`src/rtl/int_request_ctrl_if.sv`:
```
// Request/response bundle between the interrupt request controller and the core.
// The slave modport is the controller side; the master modport is the core/stimulus side.
interface int_request_ctrl_if #(
  parameter int PEND_W = 2
);
  logic              irq_in;
  logic              int_en;
  logic              int_ack;
  logic              rti_done;
  logic              clr_ovf;
  logic              interupt;
  logic              in_service;
  logic [PEND_W-1:0] pending_cnt;
  logic              overflow;

  modport master (
    output irq_in, int_en, int_ack, rti_done, clr_ovf,
    input  interupt, in_service, pending_cnt, overflow
  );

  modport slave (
    input  irq_in, int_en, int_ack, rti_done, clr_ovf,
    output interupt, in_service, pending_cnt, overflow
  );
endinterface

```
`src/rtl/int_request_ctrl.sv`:
```
// Interrupt request controller: edge capture, saturating pending count, held request to the core.
// Define INT_REQ_SYNC_EN to put a 2-flop synchronizer in front of the irq_in edge detect.
module int_request_ctrl #(
  parameter int PEND_W = 2
) (
  input  logic              clk,
  input  logic              reset,
  int_request_ctrl_if.slave bus
);
  localparam logic [PEND_W-1:0] CNT_MAX = '1;

  typedef enum logic [1:0] {IDLE, PEND, SERVICE} state_t;

  state_t            state, state_nx;
  logic              irq_s, irq_prev, rise, accept, ovf_set;
  logic              interupt_q, in_service_q, overflow_q;
  logic [PEND_W-1:0] cnt_q;

`ifdef INT_REQ_SYNC_EN
  logic [1:0] irq_sync;
  always_ff @(posedge clk) begin
    if (reset) irq_sync <= '0;
    else       irq_sync <= {irq_sync[0], bus.irq_in};
  end
  assign irq_s = irq_sync[1];
`else
  assign irq_s = bus.irq_in;
`endif

  assign rise    = irq_s & ~irq_prev;
  assign accept  = (state == PEND) & bus.int_ack;
  // A rise paired with an accept nets to zero, so it can never overflow.
  assign ovf_set = rise & ~accept & (cnt_q == CNT_MAX);

  always_ff @(posedge clk) begin
    if (reset) state <= IDLE;
    else       state <= state_nx;
  end

  always_comb begin
    state_nx = state;
    case (state)
      IDLE:    if ((cnt_q != '0) && bus.int_en) state_nx = PEND;
      PEND:    if (bus.int_ack)                 state_nx = SERVICE;
      SERVICE: if (bus.rti_done)                state_nx = IDLE;
      default:                                  state_nx = IDLE;
    endcase
  end

  // Outputs are registered off the next state so the core sees clean levels.
  always_ff @(posedge clk) begin
    if (reset) begin
      irq_prev     <= 1'b0;
      cnt_q        <= '0;
      overflow_q   <= 1'b0;
      interupt_q   <= 1'b0;
      in_service_q <= 1'b0;
    end else begin
      irq_prev     <= irq_s;
      interupt_q   <= (state_nx == PEND);
      in_service_q <= (state_nx == SERVICE);
      overflow_q   <= ovf_set | (overflow_q & ~bus.clr_ovf);
      if (rise && !accept && (cnt_q != CNT_MAX)) cnt_q <= cnt_q + 1'b1;
      else if (accept && !rise)                  cnt_q <= cnt_q - 1'b1;
    end
  end

  assign bus.interupt    = interupt_q;
  assign bus.in_service  = in_service_q;
  assign bus.pending_cnt = cnt_q;
  assign bus.overflow    = overflow_q;
endmodule

```
`src/flat_wrapper.sv`:
```
// flat-port wrapper written by rule: the top's interface ports become plain ports
module int_request_ctrl_flat 
#(
  parameter int PEND_W = 2
)
  (clk, reset, bus_irq_in, bus_int_en, bus_int_ack, bus_rti_done, bus_clr_ovf, bus_interupt, bus_in_service, bus_pending_cnt, bus_overflow);
  int_request_ctrl_if #(.PEND_W(PEND_W)) bus_i ();
  input  logic clk;
  input  logic reset;
  input wire logic [$bits(bus_i.irq_in)-1:0] bus_irq_in;
  input wire logic [$bits(bus_i.int_en)-1:0] bus_int_en;
  input wire logic [$bits(bus_i.int_ack)-1:0] bus_int_ack;
  input wire logic [$bits(bus_i.rti_done)-1:0] bus_rti_done;
  input wire logic [$bits(bus_i.clr_ovf)-1:0] bus_clr_ovf;
  output wire logic [$bits(bus_i.interupt)-1:0] bus_interupt;
  output wire logic [$bits(bus_i.in_service)-1:0] bus_in_service;
  output wire logic [$bits(bus_i.pending_cnt)-1:0] bus_pending_cnt;
  output wire logic [$bits(bus_i.overflow)-1:0] bus_overflow;
  assign bus_i.irq_in = bus_irq_in;
  assign bus_i.int_en = bus_int_en;
  assign bus_i.int_ack = bus_int_ack;
  assign bus_i.rti_done = bus_rti_done;
  assign bus_i.clr_ovf = bus_clr_ovf;
  assign bus_interupt = bus_i.interupt;
  assign bus_in_service = bus_i.in_service;
  assign bus_pending_cnt = bus_i.pending_cnt;
  assign bus_overflow = bus_i.overflow;
  int_request_ctrl #(.PEND_W(PEND_W)) u_core (.clk(clk), .reset(reset), .bus(bus_i));
endmodule
```
`config.mk`:
```
export PLATFORM = sky130hd
export DESIGN_NAME = int_request_ctrl_flat
export DESIGN_NICKNAME = d
export VERILOG_FILES = /design/src/rtl/int_request_ctrl_if.sv /design/src/rtl/int_request_ctrl.sv /design/src/flat_wrapper.sv
export SDC_FILE = /design/constraint.sdc
export NUM_CORES = 1
export LEC_CHECK = 0
export ABC_AREA = 1
export CORE_AREA = 2 2 39 41
export DETAILED_ROUTE_END_ITERATION = 10
export DIE_AREA = 0 0 41 43
export SYNTH_ARGS = -nofsm -noshare
export SYNTH_HDL_FRONTEND = slang
export SYNTH_SLANG_ARGS = --single-unit
```
`constraint.sdc`:
```
create_clock -name clk -period 1 [get_ports clk]
set_input_delay 0.15 -clock clk [delete_from_list [all_inputs] [get_ports clk]]
set_output_delay 0.15 -clock clk [all_outputs]
set_load 0.01 [all_outputs]
```
==> impl_metrics.env <==
export IMPL_synth_xor_area_share_pct=0
export IMPL_ioPinCount=12
export IMPL_worstSetupEndpointType="flop"
export IMPL_r2r_setup_slack_ns=0.03
export IMPL_hold_viol=0
export IMPL_ant_nets=0
export IMPL_synth_mux_area_share_pct=0
export IMPL_crit_type="flop to flop"
export IMPL_clk_latency_ns=0.25
export IMPL_pre_cts_slack_ns=-0.209
export IMPL_grt_antenna_before_repair=0
export IMPL_ys_seq_elements=8
export IMPL_min_path_cells=4
export IMPL_reg2reg_depth=5
export IMPL_ys_top_cells_by_area="dfxtp_1 45%, nand2_1 9.6%, a21oi_1 8.5%"
export IMPL_start_util_pct=25.5
export IMPL_worstPathMaxFanout=4
export IMPL_synth_compound_area_share_pct=11.0
export IMPL_synthCells=47
export IMPL_max_vdd_ir_drop_mv=0.481
export IMPL_holdWs_ns=0.300
export IMPL_ys_warn_count=0
export IMPL_synthTopCellsByCount="9 x nand2_1, 8 x dfxtp_1, 7 x inv_1"
export IMPL_seq_area_frac_synth_pct=45.4
export IMPL_status="complete, no violations"
export IMPL_synth_ff_type="dfxtp_1"
export IMPL_fin_skew_ns=0.00129
export IMPL_yosys_area_top_type="dfxtp_1"
export IMPL_final_nets=74
export IMPL_cts_made_buffers=3
export IMPL_synthDominantCellAreaShare_pct=45.4
export IMPL_synth_most_common_cell="nand2_1"
export IMPL_die_x_um=41
export IMPL_required_ns=1.18
export IMPL_max_freq_mhz=1030
export IMPL_port_buffers=11
export IMPL_grt_ovfl_total=0
export IMPL_drt_wl_total_um=774
export IMPL_slew_viol_final=0
export IMPL_dr_pass1_iters=2
export IMPL_p_leak_nw=0.250
export IMPL_drv_cap=0
export IMPL_final_layout_size_suffix_gt1_share_pct=33.8
export IMPL_num_vias=349
export IMPL_place_congestion=0.649
export IMPL_max_slew_margin_pct=88.6
export IMPL_fp_dieArea_mm2=0.00176
export IMPL_drtIter0Drc=7
export IMPL_synth_edf_count=0
export IMPL_fin_util_pct=40.3
export IMPL_layout_cells_non_filler=81
export IMPL_post_cts_buffers=0
export IMPL_grt_max_degree=5
export IMPL_arrival_ns=1.15
export IMPL_min_period_ns=0.968
export IMPL_r2r_start="u_core.bus.pending_cnt[0]"
export IMPL_path_clk_slew_ns=0.05
export IMPL_avgSynthCellArea_um2=7.51
export IMPL_synth_top_family_by_area="simple AND/OR/NAND/NOR gates"
export IMPL_tightestPinTransition_ns=0.171
export IMPL_fill_cells=143
export IMPL_rsz0062_at_grt="yes"
export IMPL_gr_usage_all_layers_pct=9.83
export IMPL_r2r_end="u_core.bus.pending_cnt[1]"
export IMPL_grt_pass1_wl_mm=1.20
export IMPL_synthArstFlopShare_pct=0
export IMPL_h_tree_depth=1
export IMPL_syn_area_um2=353
export IMPL_place_inst=78
export IMPL_hold_class="input pin to flop"
export IMPL_core_mm2=0.00138
export IMPL_clockRootBuffer="clkbuf_4"
export IMPL_synth_cell_types=15
export IMPL_drt_wirelength_per_cell_um=9.56
export IMPL_yosys_area_share_simple_pct=33.0
export IMPL_finalSetupViolCount=0
export IMPL_period_share_pct=96.8
export IMPL_synth_net_count=54
export IMPL_powerDensity_mw_per_mm2=1400
export IMPL_finalWorstSetupSlack_ns=0.0316
export IMPL_crit_start="u_core.bus.pending_cnt[0]"
export IMPL_tritoncts="yes"
export IMPL_synthAdderAreaFrac_pct=0
export IMPL_syn_to_final_growth_pct=58.2
export IMPL_cp_start_kind="flop"
export IMPL_critPathCapture="u_core.bus.pending_cnt[1]"
export IMPL_grt_pass1_vias=344
export IMPL_rows=14
export IMPL_n_antenna_cell=0
export IMPL_viasPerCell=4.31
export IMPL_cts_sinks=8
export IMPL_drt_drc_violations_left=0
export IMPL_die_height_um=43
export IMPL_place_hpwl_um=624
export IMPL_clock_path_buffers=2
## stage by stage
stage	TNS [ns]	cell area (um2)	total power [mW]
floorplan	0	353	0.444
global placement	-0.888	517	0.534
detailed placement	-0.956	517	0.536
CTS	0	534	0.772
global route	-0.0355	558	0.831
finish	0	558	0.783
## cell type report
type / count / area, um2 / share of cell area, %
inverters: 9 / 33.8 / 6.05
clock buffers: 3 / 22.5 / 4.04
multi-input cells: 29 / 163 / 29.1
well taps: 16 / 20.0 / 3.59
repair buffers: 16 / 154 / 27.6
flip-flops and latches: 8 / 165 / 29.6
## critical path, stage by stage, from the launching register on
cell     delay [ns]
dfxtp_2        0.32
buf_6          0.11
or2_4          0.25
nand2_2        0.06
nand2_2        0.05
a21oi_2        0.11
## cells in the final DEF (no fill, tap or decap)
| master | n |
|---|---|
| clkdlybuf4s15_1 | 5 |
| nand2_1 | 7 |
| clkdlybuf4s50_1 | 5 |
| dfxtp_2 | 4 |
| nor2_1 | 2 |
| nand3_1 | 3 |
| dfxtp_1 | 4 |
| a21oi_1 | 6 |
| or2_4 | 1 |
| nor2_4 | 1 |
| buf_4 | 4 |
| dlymetal6s2s_1 | 1 |
| buf_6 | 1 |
| nand2_2 | 3 |
| nand4_1 | 3 |
| nand3_2 | 1 |
| nand3b_1 | 1 |
| inv_2 | 3 |
| clkbuf_4 | 3 |
| inv_1 | 6 |
| a21oi_2 | 1 |
## logic make-up after synthesis
kind of cell    Yosys count
compound gates            7
buf+inv                  10
flops                     8
simple gates             22
## metal layers
metal	GRT usage [%]	part of all wire (%)	up-vias
met2	16.9	50	9
met3	1.57	6.3	2
met5	0	0	-
met4	6.00	1.0	0
li1	-	-	188
met1	10.3	42	150
## how the worst min path moves through the flow
stage / start / to / slack [ns]
after floorplan: bus_irq_in / u_core.irq_prev / 0.26
after global placement: u_core.bus.overflow / u_core.bus.overflow / 0.45
after detailed placement: u_core.bus.overflow / u_core.bus.overflow / 0.45
after CTS: bus_irq_in / u_core.irq_prev / 0.44
after global routing: bus_int_ack / u_core.bus.interupt / 0.34
final: bus_int_ack / u_core.state[0] / 0.30
## power breakdown
| group | switching (mW) | total (mW) | internal, mW | leakage (nW) |
|---|---|---|---|---|
| Sequential | 0.0128 | 0.357 | 0.345 | 0.0671 |
| Combinational | 0.0841 | 0.182 | 0.0975 | 0.169 |
| Clock | 0.107 | 0.244 | 0.137 | 0.0138 |
| Total | 0.204 | 0.783 | 0.579 | 0.250 |
## sequential cells by signal, summed over array words and instances, names as in the netlist
register	flops
u_core.bus.interupt	1
u_core.irq_prev	1
u_core.bus.overflow	1
u_core.bus.pending_cnt	2
u_core.bus.in_service	1
u_core.state	2
## what timing repair did
item                       4_1_cts  5_1_grt
setup endpoints to repair        5        9
hold buffers                     0        0
resized for setup                6       14
hold endpoints to repair         0        0
pin swaps                        0        4
(Power assumes the default switching activity.)
==> RTL edit (same settings) <==
`PEND_W` is set to 2 in 3 places; all go to 4.
--- a/src/rtl/int_request_ctrl_if.sv
+++ b/src/rtl/int_request_ctrl_if.sv
@@ -2,5 +2,5 @@
 // The slave modport is the controller side; the master modport is the core/stimulus side.
 interface int_request_ctrl_if #(
-  parameter int PEND_W = 2
+  parameter int PEND_W = 4
 );
   logic              irq_in;
--- a/src/rtl/int_request_ctrl.sv
+++ b/src/rtl/int_request_ctrl.sv
@@ -2,5 +2,5 @@
 // Define INT_REQ_SYNC_EN to put a 2-flop synchronizer in front of the irq_in edge detect.
 module int_request_ctrl #(
-  parameter int PEND_W = 2
+  parameter int PEND_W = 4
 ) (
   input  logic              clk,
--- a/src/flat_wrapper.sv
+++ b/src/flat_wrapper.sv
@@ -2,5 +2,5 @@
 module int_request_ctrl_flat 
 #(
-  parameter int PEND_W = 2
+  parameter int PEND_W = 4
 )
   (clk, reset, bus_irq_in, bus_int_en, bus_int_ack, bus_rti_done, bus_clr_ovf, bus_interupt, bus_in_service, bus_pending_cnt, bus_overflow);
Interface: changed (resized bus_pending_cnt); port bits go from 12 to 14. No check against the original RTL was run, so the function may have changed too.
==> RTL edit against the unedited design <==
  * The run now ends with setup timing left
  * Synthesized area up 48%
  * Worst setup slack worse by 550 ps
  * Clock power up 50%
  * Cell area up 64%
  * Power up 74%
  * Via count up 57%
  * Routed wire length up 67%
  * Worst hold slack better by 56 ps
  * Combinational power rose to 2.9 times the old value
  * Sequential cell count up 2
  * Die area unchanged
  * Sequential power up 30%
  * Final cell count up 47%
  * Count of clock-buffer cells in the layout up 1
  * Critical path type unchanged
  * Critical endpoint is now u_core.bus.pending_cnt[3]
  * Highest routed layer unchanged
==> RTL edit: results <==
metrics = {
    "run_status": {
        "outcome": "finished with violations",
        "violations": "setup timing",
    },
    "route": {
        "wl_met3_um": 40,
        "met1_length_um": 571,
        "wl_met2_um": 664,
        "firstDrtPassIters": 4,
        "drt_iter0_drc": 2,
        "post_drt_wl_per_cell_um": 10.9,
        "dr_total_vias": 549,
    },
    "timing": {
        "setup_viol": 6,
        "clock_skew_ps": 3.08,
        "finalSetupTns_ps": -1710,
        "layout_setup_ws_ps": -523,
        "worst_pin_slew_ps": 153,
    },
    "logic_synthesis": {
        "synth_xor_area_share_pct": 1.68,
        "avgSynthCellArea_um2": 7.56,
        "yosysWarnings": 0,
        "synth_area_leaders": "dfxtp_1 38%, a21oi_1 8.6%, nand2_1 7.9%",
        "synth_compound_area_share_pct": 11.5,
        "async_flop_share_pct": 0,
        "synth_nets": 79,
        "yosysSeqAreaShare_pct": 38.4,
        "synth_common_cells": "11 x nand2_1, 10 x dfxtp_1, 9 x a21oi_1",
        "synth.distinct_cells": 17,
        "synth-adder-area-share_pct": 8.63,
    },
    "grt": {
        "grt_max_degree": 7,
        "grt_usage_pct": 16.2,
        "grt_pass1_wl_mm": 1.90,
        "grt_pass1_vias": 483,
    },
    "placement": {
        "gp_congestion": 0.795,
        "place_inst": 112,
        "hpwl_um": 897,
        "port-buffer-count": 13,
    },
    "power_and_ir_drop": {
        "p_leak_nw": 0.453,
        "intPower_mw": 0.947,
        "peakVddDrop_uv": 801,
    },
    "layout": {
        "layout-drive-gt1-share_pct": 52.4,
        "fin_cells": 119,
    },
    "clock_network": {
        "root_buffer": "clkbuf_4",
        "cts.reportedPaths.clkPinSlew_ps": 70,
    },
    "setup_path": {
        "cp_data_arrival_time_ps": 1680,
        "cpPeakStageDelay_ps": 350,
        "crit_slowest_cell": "dfxtp_4",
    },
}
-- RTL edit: cell count changes in the layout (fill, tap and decap cells not counted), sizes merged, moves of 3 or more --
cell | before | now
clkdlybuf4s15 | 5 | 2
o21ai | 0 | 3
buf | 5 | 21
nor2 | 3 | 9
nand2 | 10 | 14
inv | 9 | 12
-- RTL edit: repair_timing --
action / 4_1_cts / 5_1_grt
buffers inserted: 3 / 2
resized for setup: 28 / 20
endpoints found under the setup margin: 11 / 13
pin swaps: 8 / 6
endpoints found under the hold margin: 0 / 0
-- RTL edit: cell type report --
class | count | area, um^2
tap | 16 | 20.0
multi-input combinational | 47 | 333
timing repair buffer | 30 | 275
inverter | 12 | 45.0
fill | 123 | 467
clock buffer | 4 | 36.3
sequential | 10 | 208
-- RTL edit: per-layer routing --
metal	GRT usage, %	vias up
li1	-	288
met1	20.8	251
met2	23.8	8
met3	4.71	2
met4	8.00	0
met5	0	-
-- RTL edit: worst max-delay path: cells and delay by family (launching register included) --
family	cells	cell delay [ps]
DFF	1	350
and+or+nand+nor	7	510
AOI/OAI and AO/OA	2	280
buffers and inverters	1	40
adders and majority gates	1	240
-- RTL edit: final timing paths --
kind	start	end	slack [ps]	cells past startpoint
worst min-delay path	bus_int_ack	u_core.bus.interupt	360	5
worst max-delay path	u_core.bus.pending_cnt[0]	u_core.bus.pending_cnt[3]	-520	11
worst max register to register	u_core.bus.pending_cnt[0]	u_core.bus.pending_cnt[3]	-520	11
worst min register to register	u_core.bus.overflow	u_core.bus.overflow	460	2
-- RTL edit: through the flow --
step | total power, mW | hold WS [ps] | util, % | instance area, um^2 | setup WS [ps]
5_1_grt | 1.44 | 395 | 66.3 | 917 | -599
3_5_place_dp | 0.898 | 459 | 57.6 | 797 | -827
3_3_place_gp | 0.890 | 447 | 57.6 | 797 | -785
4_1_cts | 1.30 | 424 | 63.0 | 872 | -506
6_report | 1.36 | 356 | 66.3 | 917 | -523
2_1_floorplan | 0.691 | 219 | - | 542 | -483
-- RTL edit: power groups by stage --
stage / clock [mW] / sequential [mW] / combinational (mW)
finish: 0.366 / 0.465 / 0.530
global route: 0.396 / 0.470 / 0.578
CTS: 0.375 / 0.461 / 0.464
detailed placement: 0 / 0.469 / 0.428
global placement: 0 / 0.468 / 0.422
floorplan: 0 / 0.507 / 0.184
-- RTL edit: kinds of logic (layout without fill, tap and decap cells) --
logic type	count (synthesis)	count (layout)
AND/OR/NAND/NOR	31	31
AO/OA/AOI/OAI	12	12
XOR/XNOR	1	1
flip-flops	10	10
adder cells (fa/ha/maj)	3	3
buffers and inverters	12	46
